**src/rtl/nibble_add_scheduler.sv**
```systemverilog
// nibble_add_scheduler
//   Shares one registered nibble adder between N_REQ requesters. Requests are
//   granted round-robin. Each operand pair is sent to the adder, the block
//   waits out the adder latency, and the W+1-bit result is returned with the
//   index of the requester that owns it. Only one transaction is in flight.
//
// Ports
//   clk        : clock, rising edge
//   reset      : asynchronous, active-high, clears all state
//   req_valid  : per-requester request valid
//   req_a/b    : packed operands, requester i on bits [i*W +: W]
//   req_ready  : per-requester accept (one-hot or zero), combinational in IDLE
//   rsp_valid  : result valid (high in RESP)
//   rsp_ready  : result consumer ready
//   rsp_id     : owner of the result
//   rsp_sum    : {carry, sum}
//   adder_a/b  : registered operands to the shared adder
//   adder_sum  : adder result, valid ADD_LAT edges after adder_a/adder_b change
//   busy       : high in any state other than IDLE
module nibble_add_scheduler #(
  parameter int N_REQ   = 4,
  parameter int W       = 4,
  parameter int ADD_LAT = 1
) (
  input  logic                     clk,
  input  logic                     reset,
  input  logic [N_REQ-1:0]         req_valid,
  input  logic [N_REQ*W-1:0]       req_a,
  input  logic [N_REQ*W-1:0]       req_b,
  output logic [N_REQ-1:0]         req_ready,
  output logic                     rsp_valid,
  input  logic                     rsp_ready,
  output logic [$clog2(N_REQ)-1:0] rsp_id,
  output logic [W:0]               rsp_sum,
  output logic [W-1:0]             adder_a,
  output logic [W-1:0]             adder_b,
  input  logic [W:0]               adder_sum,
  output logic                     busy
);

  localparam int ID_W = $clog2(N_REQ);

  localparam logic [1:0] ST_IDLE = 2'd0;
  localparam logic [1:0] ST_WAIT = 2'd1;
  localparam logic [1:0] ST_RESP = 2'd2;

  localparam logic [1:0]      CNT_INIT = 2'(ADD_LAT);
  localparam logic [ID_W-1:0] LAST_ID  = ID_W'(N_REQ - 1);
  localparam logic [ID_W-1:0] ID_ONE   = ID_W'(1'b1);

  logic [1:0]      state_r;
  logic [ID_W-1:0] ptr_r;
  logic [1:0]      cnt_r;
  logic [W-1:0]    adder_a_r;
  logic [W-1:0]    adder_b_r;
  logic [ID_W-1:0] rsp_id_r;
  logic [W:0]      rsp_sum_r;

  logic            win_found_s;
  logic [ID_W-1:0] win_id_s;
  logic            accept_s;
  logic [ID_W-1:0] ptr_next_s;
  logic [W-1:0]    win_a_s;
  logic [W-1:0]    win_b_s;

  // Requester index that sits 'off' positions above 'base', wrapping at N_REQ.
  function automatic logic [ID_W-1:0] wrap_idx(input logic [ID_W-1:0] base, input int off);
    int sum_v;
    sum_v = int'(base) + off;
    if (sum_v >= N_REQ) begin
      sum_v = sum_v - N_REQ;
    end else begin
      sum_v = sum_v;
    end
    return ID_W'(sum_v);
  endfunction

  // Round-robin winner search starting at ptr_r. The scan runs from the
  // farthest offset down to offset 0 so the nearest valid requester is the
  // last one written and therefore wins.
  always_comb begin
    win_found_s = 1'b0;
    win_id_s    = '0;
    for (int k = N_REQ - 1; k >= 0; k--) begin
      win_found_s = win_found_s | req_valid[wrap_idx(ptr_r, k)];
      win_id_s    = req_valid[wrap_idx(ptr_r, k)] ? wrap_idx(ptr_r, k) : win_id_s;
    end
  end

  assign accept_s   = (state_r == ST_IDLE) && win_found_s;
  assign ptr_next_s = (win_id_s == LAST_ID) ? '0 : (win_id_s + ID_ONE);
  assign win_a_s    = req_a[int'(win_id_s) * W +: W];
  assign win_b_s    = req_b[int'(win_id_s) * W +: W];

  // Grant: only the winner sees ready, and only while IDLE.
  always_comb begin
    req_ready = '0;
    if (accept_s) begin
      req_ready[win_id_s] = 1'b1;
    end else begin
      req_ready = '0;
    end
  end

  // Transaction sequencer: accept in IDLE, count out the adder latency in
  // WAIT, hold the captured result in RESP until the consumer takes it.
  always_ff @(posedge clk or posedge reset) begin
    if (reset) begin
      state_r   <= ST_IDLE;
      ptr_r     <= '0;
      cnt_r     <= 2'd0;
      adder_a_r <= '0;
      adder_b_r <= '0;
      rsp_id_r  <= '0;
      rsp_sum_r <= '0;
    end else begin
      case (state_r)
        ST_IDLE: begin
          if (accept_s) begin
            adder_a_r <= win_a_s;
            adder_b_r <= win_b_s;
            rsp_id_r  <= win_id_s;
            ptr_r     <= ptr_next_s;
            cnt_r     <= CNT_INIT;
            state_r   <= ST_WAIT;
          end
        end
        ST_WAIT: begin
          if (cnt_r != 2'd0) begin
            cnt_r <= cnt_r - 2'd1;
          end else begin
            rsp_sum_r <= adder_sum;
            state_r   <= ST_RESP;
          end
        end
        ST_RESP: begin
          if (rsp_ready) begin
            state_r <= ST_IDLE;
          end
        end
        default: begin
          state_r <= ST_IDLE;
        end
      endcase
    end
  end

  assign adder_a   = adder_a_r;
  assign adder_b   = adder_b_r;
  assign rsp_id    = rsp_id_r;
  assign rsp_sum   = rsp_sum_r;
  assign rsp_valid = (state_r == ST_RESP);
  assign busy      = (state_r != ST_IDLE);

endmodule

```
**config.mk**
```make
export PLATFORM = sky130hd
export DESIGN_NAME = nibble_add_scheduler
export DESIGN_NICKNAME = d
export VERILOG_FILES = /design/src/rtl/nibble_add_scheduler.sv
export SDC_FILE = /design/constraint.sdc
export NUM_CORES = 1
export LEC_CHECK = 0
export ABC_AREA = 1
export CELL_PAD_IN_SITES_DETAIL_PLACEMENT = 0
export CELL_PAD_IN_SITES_GLOBAL_PLACEMENT = 1
export CORE_MARGIN = 2
export CORE_UTILIZATION = 31
export DETAILED_ROUTE_END_ITERATION = 10
export GPL_TIMING_DRIVEN = 0
export PLACE_DENSITY_LB_ADDON = 0.1
export SETUP_SLACK_MARGIN = 0.4
export SLEW_MARGIN = 25
export SYNTH_ARGS = -nofsm -noshare
export SYNTH_HDL_FRONTEND = slang
export SYNTH_SLANG_ARGS = --single-unit
```
**constraint.sdc**
```tcl
create_clock -name clk -period 4.4 [get_ports clk]
set_input_delay 0.66 -clock clk [delete_from_list [all_inputs] [get_ports clk]]
set_output_delay 0.66 -clock clk [all_outputs]
set_load 0.01 [all_outputs]
```
== Yosys cells after proc, flatten, opt, wreduce, memory -nomap -nowiden ==
Index checks and enable logic that the tools add are counted.

* Bits of input ports: 44
* Word-level logic and storage cells: 75
* Flip-flop bits (word level): 21

* Bitwise operators: 4
* Add/sub/neg operators: 9
* Equality and inequality tests: 7
* Multiplexer cells: 26
* Shift-type cells: 2
* Reduce and logical (&&, ||, !) cells: 10
* $lt $le $gt $ge: 10

{| class="wikitable"
|+ Operator list
! kind !! number
|-
| indexed part select 16 x 5 -> 4 bit || 2
|-
| two-way mux 2 bit || 13
|-
| less-than comparator 2 x 3 -> 1 bit, second input constant || 5
|-
| subtractor 2 x 1 -> 2 bit, second input constant || 5
|-
| >= comparator 3 bit, second input constant || 3
|-
| binary-select mux 1 bit (select 2 bit) || 4
|-
| adder 2 x 2 -> 3 bit, second input constant || 2
|-
| != test 2 bit, second input constant || 3
|-
| one-hot mux 2 bit (3 select lines) || 1
|-
| AND reduction 3 bit || 2
|-
| nonzero test 2 bit || 3
|-
| two-way mux 1 bit || 5
|-
| == test 2 bit, second input constant || 2
|-
| two-way mux 4 bit || 1
|-
| one-hot mux 2 bit (2 select lines) || 1
|-
| AND reduction 2 bit || 2
|-
| adder 2 x 1 -> 3 bit, second input constant || 1
|-
| >= comparator 2 x 3 -> 1 bit, second input constant || 1
|-
| bitwise OR 1 bit || 3
|-
| adder 2 x 1 -> 2 bit, second input constant || 1
|-
| demux 1 bit (select 2 bit) || 1
|-
| == test 2 x 1 -> 1 bit, second input constant || 1
|-
| >= comparator 2 x 1 -> 1 bit, second input constant || 1
|-
| logical AND 1 bit || 2
|-
| other kinds (3) || 3
|}

== Depth between registers and ports, before layout ==
Gate-level depths: netlist of the first run.

* Word-level depth: 14
* Mapped depth: 16
* Depth with buffers taken out: 15

== Worst setup path before layout of the first run ==
No wires, ideal clock.

* Path kind: input to output
* From: in req_valid[1]
* To: out req_ready[2]
* Arrival: 1.816 ns
* Cell stages on the path: 13
* Required time: 3.740 ns
* Setup slack: 1.924 ns
* Path buffers: 1
* Path through: inv_1 -> nand2_1 -> nand2_2 -> nor2_4 -> clkinv_2 -> nand2_2 -> nor2_1 -> nand2_4 -> nand2_4 -> buf_6 -> ha_1 -> inv_1 -> nor2_1

* Cells in the longest elaborated chain, start to end: 11
* Elaborated cells on any way between the ends: 22
* Classes of those cells: order compare: 2; mux: 15; bitwise: 3; reduce/logical: 2

{| class="wikitable"
|+ Ends and longest elaborated chain
! what !! line !! source
|-
| start, declared || 27 || <nowiki>input logic [N_REQ-1:0] req_valid,</nowiki>
|-
| binary-select mux 1 bit (select 2 bit) || 85, 86 ||
|-
| two-way mux 1 bit (not written as such) || 85, 86 ||
|-
| two-way mux 2 bit (4 in series) || 86 || <nowiki>win_id_s = req_valid[wrap_idx(ptr_r, k)] ? wrap_idx(ptr_r, k) : win_id_s;</nowiki>
|-
| less-than comparator 2 x 3 -> 1 bit (not written as such) or >= comparator 2 x 1 -> 1 bit (tied branches) || 99 || <nowiki>req_ready[win_id_s] = 1'b1;</nowiki>
|-
| logical AND 1 bit (not written as such) || 99 ||
|-
| two-way mux 1 bit (not written as such) || 99 ||
|-
| demux 1 bit (select 2 bit) || 99 ||
|-
| two-way mux 4 bit * || 98 || <nowiki>if (accept_s) begin</nowiki>
|-
| end, declared || 30 || <nowiki>output logic [N_REQ-1:0] req_ready,</nowiki>
|}

Mark *: on every way between the ends. The rest lies on a longest branch, timed or not. The select of a mux whose other input is x is not followed.

== Worst setup path in the final report of the first run ==
* From: in req_valid[0]
* To: out req_ready[3]

Same word-level chain as after synthesis.

==> flow_results.org, run 1 <==
** Run status
- Result of the run :: complete, no violations

** Floorplan
- Floorplan die area :: ~5700 um2
- The initial utilization of the core area, before any placement, comes to 0.316.
- Rows :: 26
- DIE HEIGHT :: about 76 um
- Top-Level Pins :: 65
- Std-Cell Core Area :: 5040 um2
- The die is between 70 and 80 um wide.

** Timing
- The worst pin sits at a relative slew slack of 0.474.
- The count of pins over their slew limit came to 0.
- Setup repair after global routing left no endpoint under its margin.
- Final count of negative-setup-slack endpoints :: 0
- Setup TNS after final layout :: 0 ps
- Across all setup checks in the final design, the least slack found is approximately 850 ps.
- Timing would allow up to between 200 and 300 MHz.
- Clock skew :: roughly 5.3 ps
- Tmin final :: about 3500 ps
- For the pin with the worst max-slew slack, the measured transition is a little under 800 ps.
- The final hold violation count came to 0.
- Of the available clock period, the critical path in the final layout requires 0.807.

** Worst setup path
- The critical path is of the input pin to primary output type.
- Of all nets on the critical path, the largest fanout is 10.
- STA classifies the critical path endpoint as a primary output.
- Critical path origin :: req_valid[0]
- STA classifies the critical path startpoint as an input pin.
- Data on the critical path arrives at its endpoint at slightly below 3000 ps.
- The worst register-to-register path begins at ptr_r[0]$_DFFE_PP0P_.
- At the worst endpoint, the required time is approximately 3700 ps.

** Global route
- In the global route stage, overall resource usage came out at 0.148.
- Sum of overflow across all layers after global routing :: 0
- The first global-routing pass estimated 6.55 mm of wire.
- Initial antenna violation count :: 0
- The via count of the first global-routing pass came to about 1.5k.
- Maximum number of pins on one net before global-route repair :: 22

** Route
- Summing over every cut layer, the via total after detailed routing is approximately 1.6k.
- In the routed design, unresolved DRC markers number 0.
- After detailed routing, the average wire length per cell comes to between 10 and 15 um.
- In the routed layout, each cell is associated on average with a via count of roughly 4.2.
- Antenna Violating Nets Remaining :: 0
- Length of the first detailed-routing pass in iterations :: 4
- Initial drt markers :: 61
- Drt total wl :: roughly 4 mm

** Layout
- The number of antenna diodes in the final layout is 0.
- Of the cells placed in the final design, the portion with a size suffix greater than 1 is 0.127.
- Final Core Density :: 0.469
- Number of nets in the finished design :: around 350
- Most common library cell in the layout ignoring fill and taps :: sky130_fd_sc_hd__nand2_1
- Filler instances :: around 530
- The library cells used most frequently in the layout, excluding fill and tap cells, are sky130_fd_sc_hd__nand2_1, sky130_fd_sc_hd__clkdlybuf4s50_1, sky130_fd_sc_hd__inv_1.
- Area growth, synth to finish :: 48.7%

** Placed design
- Post-detail-place hpwl :: roughly 3.1 mm
- Port buffering added 64 buffers.
- At the end of routability-driven placement, the weighted congestion stood at 0.824.
- Pre-CTS setup slack :: ~830 ps

** Clock network
- Cell at the root of the clock tree :: sky130_fd_sc_hd__clkbuf_8
- In this run the number of H-tree levels came out at 1.
- Number of buffers added by the clock tree synthesis step :: 3
- Post-CTS setup buffer count :: 0
- In this run, post-CTS hold repair placed 0 buffers.
- TritonCTS clock tree :: yes
- Sink Count :: 21
- Clock-pin slew was measured on the worst setup and hold paths at about 70 ps.
- Post-CTS repair changed the size of 0 cells.
- The clock passes through at most 2 buffers.
- At the later pin of the worst-skew pair, clock insertion delay measures 260 ps.

** Synth
- The Yosys step of the flow raised 0 warnings.
- Synthesis handed over a netlist of 238 instances.
- Number of synthesized register bits :: 21
- In this run the mean area of a mapped cell was about 6.7 um2.
- Post-synthesis instance area :: approximately 1600 um2
- Register area share after synthesis :: 0.330
- When the netlist entered floorplanning its net count stood at between 200 and 300.
- After synthesis, the netlist uses 23 different library cells.

** Job
- Across the run, the number of max-cap violations was 0.

** Power
- VDD IR max :: about 350 uV
- Ratio of total power to cell area :: between 800 and 900 nW/um2
- The completed layout was analyzed and its total power is between 1.5 and 2 mW.
- Lkg Pwr :: about 1.3 nW

** Worst hold path
- Class of the tightest hold or removal check :: flop to flop
- Launch point of the worst hold path :: adder_a[1]$_DFFE_PP0P_
## flip-flops by register name, summed over array words and instances (netlist names)
register  cells
rsp_sum       5
adder_a       4
adder_b       4
cnt_r         2
ptr_r         2
rsp_id        2
state_r       2
## worst paths after layout
kind	slack (ps)	depth (start not counted)	to
hold / removal	490	2	adder_a[1]$_DFFE_PP0P_
max in group asynchronous	3060	2	rsp_sum[3]$_DFFE_PP0P_
min in group asynchronous	850	2	adder_b[0]$_DFFE_PP0P_
setup reg to reg	2290	14	ptr_r[1]$_DFFE_PP0P_
hold reg to reg	490	2	adder_a[1]$_DFFE_PP0P_
setup / recovery	850	16	req_ready[3]
## cell type report
cell class / instances / area [um2] / share of cell area
plain buffers: 7 / 61.3 / 0.0259
repair buffers: 64 / 641 / 0.271
multi-input cells: 155 / 795 / 0.336
clock buffers: 3 / 41.3 / 0.0175
well taps: 70 / 87.6 / 0.0370
clock inverters: 1 / 5.00 / 0.00212
flip-flops and latches: 21 / 526 / 0.222
inverters: 55 / 210 / 0.0888
## critical path: stages
cell and delay [ps]:
sky130_fd_sc_hd__clkdlybuf4s50_1 480, sky130_fd_sc_hd__nand2_1 70, sky130_fd_sc_hd__nand2_2 110, sky130_fd_sc_hd__nand2_4 70
sky130_fd_sc_hd__nand2_2 100, sky130_fd_sc_hd__inv_1 60, sky130_fd_sc_hd__nand2_1 60, sky130_fd_sc_hd__nand2_2 60
sky130_fd_sc_hd__nand2_4 110, sky130_fd_sc_hd__nand2_4 80, sky130_fd_sc_hd__buf_6 140, sky130_fd_sc_hd__inv_1 50
sky130_fd_sc_hd__ha_1 130, sky130_fd_sc_hd__inv_1 40, sky130_fd_sc_hd__nor2_1 110, sky130_fd_sc_hd__clkdlybuf4s50_1 550
## stage by stage
step           cells  instance area [um2]  hold slack [ps]
3_3_place_gp     372                 2320              473
2_1_floorplan    238                 1590              474
3_5_place_dp     372                 2320              468
6_report         376                 2370              486
4_1_cts          376                 2370              492
5_1_grt          376                 2370              519
## cell usage after synthesis (all sizes together)
cell type	instances	area, um2
nand3	36	180
nor2	13	58.8
mux2	5	56.3
ha	3	37.5
dfrtp	21	526
a31oi	1	21.3
o21ai	9	52.6
inv	54	205
buf	7	61.3
nand2	86	375
o31ai	1	7.51
clkinv	1	5.00
nor3	1	5.00
## per-layer routing
metal  GRT usage  wire [um]
met1       0.194       1900
met2       0.259       1950
met3      0.0291        135
met4      0.0234         17
met5           0          0
## cell families (layout without fill, tap and decap cells)
group                      after synthesis  count (layout)  share of synthesized area
muxes                                    5               5                     0.0354
adders and majority gates                3               3                     0.0236
DFF                                     21              21                      0.330
buffers and inverters                   62             130                      0.171
and+or+nand+nor                        136             136                      0.389
AOI/OAI and AO/OA                       11              11                     0.0511
## power by group
group / total, mW / internal, mW / switching, mW / leakage (nW)
registers: 0.363 / 0.296 / 0.0667 / 0.254
logic: 1.46 / 0.629 / 0.830 / 0.978
clock network: 0.125 / 0.0630 / 0.0615 / 0.0255
total: 1.95 / 0.988 / 0.958 / 1.26
Power figures use the tool's default switching activity.
==> inputs of run 2 (changes only) <==
--- a/config.mk
+++ b/config.mk
@@ -9,7 +9,7 @@
 export CELL_PAD_IN_SITES_DETAIL_PLACEMENT = 0
 export CELL_PAD_IN_SITES_GLOBAL_PLACEMENT = 1
 export CORE_MARGIN = 2
-export CORE_UTILIZATION = 31
+export CORE_UTILIZATION = 26
 export DETAILED_ROUTE_END_ITERATION = 10
 export GPL_TIMING_DRIVEN = 0
 export PLACE_DENSITY_LB_ADDON = 0.1
==> constraint.sdc (replaced) <==
create_clock -name clk -period 2.85 [get_ports clk]
set_input_delay 0.4275 -clock clk [delete_from_list [all_inputs] [get_ports clk]]
set_output_delay 0.4275 -clock clk [all_outputs]
set_load 0.01 [all_outputs]
==> flow_results.org, run 2 (synthesis gave the netlist of run 1 again) <==
** Layout
- Area growth, synth to finish :: 67.8%
- In the final layout, the share of cells above drive strength 1 is 0.292.
- The library cell used most frequently in the layout, excluding fill and tap cells, is sky130_fd_sc_hd__nand2_1.
- N_diodes :: 0
- Across the whole layout, storage elements account for 528 um2.
- Final Core Density :: 0.451
- Number of nets in the finished design :: 377
- Area of combinational cells with multiple inputs :: 928 um2
- Max FFs per register :: 5
- In the layout the commonest cells are sky130_fd_sc_hd__nand2_1, sky130_fd_sc_hd__clkdlybuf4s50_1, sky130_fd_sc_hd__inv_1.
- Fill cells in the final layout number roughly 650.

** Global route
- The first global-routing pass estimated around 7.1 mm of wire.
- Entering global routing, the biggest net connects 22 pins.
- Vias in the first global route :: about 1.6k
- After global routing the overflow that remains totals 0.
- For this run, the total global-route usage over all layers was measured as 0.137.
- Initial antenna violation count :: 0

** Route
- Post-DR vias/cell :: roughly 4.2
- The detailed router placed ~1.7k vias in this run.
- The first routing iteration left 88 violations.
- Summed over all layers, the routed wires come to around 4.4 mm.
- DR DRC count :: 0
- The pre-antenna-repair detailed-routing pass consisted of 4 iterations.
- The detail route stage leaves a number of antenna-violating nets equal to 0.
- In the final routed layout, each cell accounts on average for about 11 um.

** Worst setup path
- Along the worst path, the maximum fanout reaches 6.
- Crit end category :: primary output
- The critical path is of the flop to primary output type.
- Startpoint types :: flop
- For the worst setup path, the data arrival time is 2010 ps.
- Data on the critical path is required at its endpoint by approximately 2400 ps.

** Clock network
- The root buffer cell chosen for the clock tree is sky130_fd_sc_hd__clkbuf_8.
- After clock tree synthesis, the clock-pin slew on the worst setup and hold paths is ~80 ps.
- The tree built by TritonCTS fans out to 21 sinks.
- Number of buffers added by the clock tree synthesis step :: 3
- Buffers inserted to repair hold after CTS numbered 0.
- Clock latency of the later-clocked register in the worst-skew pair :: between 200 and 300 ps
- Largest buffer count on any clock path :: 2
- H-tree depth :: 1
- TritonCTS clock tree :: yes

** Floorplan
- The initial utilization of the core area, before any placement, comes to 0.269.
- Width of the chip :: about 82 um
- In this run the core area contains 28 standard-cell rows.
- The die covers about 6800 um2.
- DIE HEIGHT :: between 80 and 90 um
- The region available for standard cell placement spans roughly 5900 um2.
- Top-Level Pins :: between 60 and 70

** Placed design
- Routability Congestion :: roughly 0.77
- During placement, the flow inserted port buffers numbering 64.
- Post-detail-place hpwl :: between 3 and 4 mm

** Power
- VDD sags by at most 416 uV.
- Of the total power, the share spent switching nets is 0.468.
- The share of total power dissipated in combinational logic is 0.795.
- Of the total power, registers draw 0.152.
- Lkg Pwr :: 1.42 nW
- Ratio of total power to cell area :: 1350 nW/um2
- Portion of total power attributed to the clock network :: 0.053
- Total power for the finished layout comes to around 3.6 mW.
- Internal Pwr Total :: between 1.5 and 2 mW
- Net Switching :: about 1.7 mW

** Timing
- The count of pins over their slew limit is 0.
- Final hold analysis gives a worst-case slack of 482 ps.
- Setup violations remaining at the end of the flow were counted as 0.
- Summed over all failing endpoints, the final setup total negative slack is 0 ps.
- Setup repair after global routing could not meet its margin everywhere.
- The worst path in the final design needs a cycle of roughly 2400 ps, including I/O delays and setup.
- Final critical-path share of the clock period :: 0.857
- Clock skew :: roughly 5.3 ps
- Max-slew headroom :: 0.455
- Hold violation count in the final report :: 0
- At the pin with the least slew margin, the transition time is 816 ps.
- For this run, the top clock speed supported by timing is 410 MHz.

** Job
- The tool flagged a number of max-cap violations equal to 0.

** Run status
- Result of the run :: complete, no violations

** Worst hold path
- Class of the tightest hold or removal check :: flop to flop
[run 2: changes by cell type in the layout (fill, tap and decap cells not counted), sizes merged]
| cell | change |
|---|---|
| buf | +26 |
| clkdlybuf4s15 | +1 |
| clkinv | +1 |
| inv | -1 |
| dlygate4sd2 | +4 |
| clkdlybuf4s50 | -8 |
[run 2: stage by stage]
stage	instance area (um2)	setup slack (ps)	instances
4_1_cts	2560	383	400
3_5_place_dp	2330	-269	377
2_1_floorplan	1590	733	238
6_report	2670	409	404
5_1_grt	2670	280	404
3_3_place_gp	2330	-276	377
[run 2: what timing repair did]
action / in CTS / in global routing
endpoints found under the setup margin: 4 / 5
pin swaps: 18 / 12
setup buffers: 19 / 4
endpoints found under the hold margin: 0 / 0
gates resized for setup: 44 / 21
[run 2: final timing paths]
| kind | from | end | slack [ps] | cells past startpoint |
|---|---|---|---|---|
| max | ptr_r[0]$_DFFE_PP0P_ | req_ready[3] | 410 | 15 |
| min | adder_b[1]$_DFFE_PP0P_ | adder_b[1]$_DFFE_PP0P_ | 480 | 2 |
| max reg2reg | ptr_r[0]$_DFFE_PP0P_ | adder_a[0]$_DFFE_PP0P_ | 470 | 18 |
| min reg2reg | adder_b[1]$_DFFE_PP0P_ | adder_b[1]$_DFFE_PP0P_ | 480 | 2 |
| max in group asynchronous | reset | ptr_r[0]$_DFFE_PP0P_ | 1660 | 2 |
| min in group asynchronous | reset | rsp_sum[1]$_DFFE_PP0P_ | 620 | 2 |
[run 2: area by class of cell]
cell class,instances,share of cell area
Multi-Input combinational cell,155,0.348
Sequential cell,21,0.198
Tap cell,75,0.0351
Clock buffer,3,0.0155
Clock inverter,1,0.00187
Buffer,7,0.0253
Inverter,55,0.0796
Timing Repair Buffer,87,0.297
[run 2: power by group through the flow]
stage	registers [mW]	clock network [mW]	logic (mW)
2_1_floorplan	0.601	0	1.51
3_3_place_gp	0.563	0	2.29
3_5_place_dp	0.558	0	2.30
4_1_cts	0.564	0.201	2.74
5_1_grt	0.572	0.213	3.21
6_report	0.550	0.191	2.88
[run 2: worst max-delay path, cell delays in order (launching register included)]
cell and delay [ps]:
sky130_fd_sc_hd__dfrtp_2 450, sky130_fd_sc_hd__buf_4 170, sky130_fd_sc_hd__nand2_2 70, sky130_fd_sc_hd__nand3_2 80, sky130_fd_sc_hd__nand2_2 110, sky130_fd_sc_hd__inv_2 50, sky130_fd_sc_hd__nor2_4 70, sky130_fd_sc_hd__nor2_2 50
sky130_fd_sc_hd__nand2_4 80, sky130_fd_sc_hd__nand2_4 50, sky130_fd_sc_hd__buf_6 120, sky130_fd_sc_hd__inv_2 60, sky130_fd_sc_hd__ha_4 120, sky130_fd_sc_hd__inv_2 30, sky130_fd_sc_hd__nor2_2 90, sky130_fd_sc_hd__buf_2 140
[run 2: metal layers]
layer  up-vias  global-route usage  wire (um)
met3         2              0.0315        201
met2        32               0.243       2260
met1       775               0.175       1950
met4         0              0.0150          6
li1        902                   -          -
met5         -                   0          0
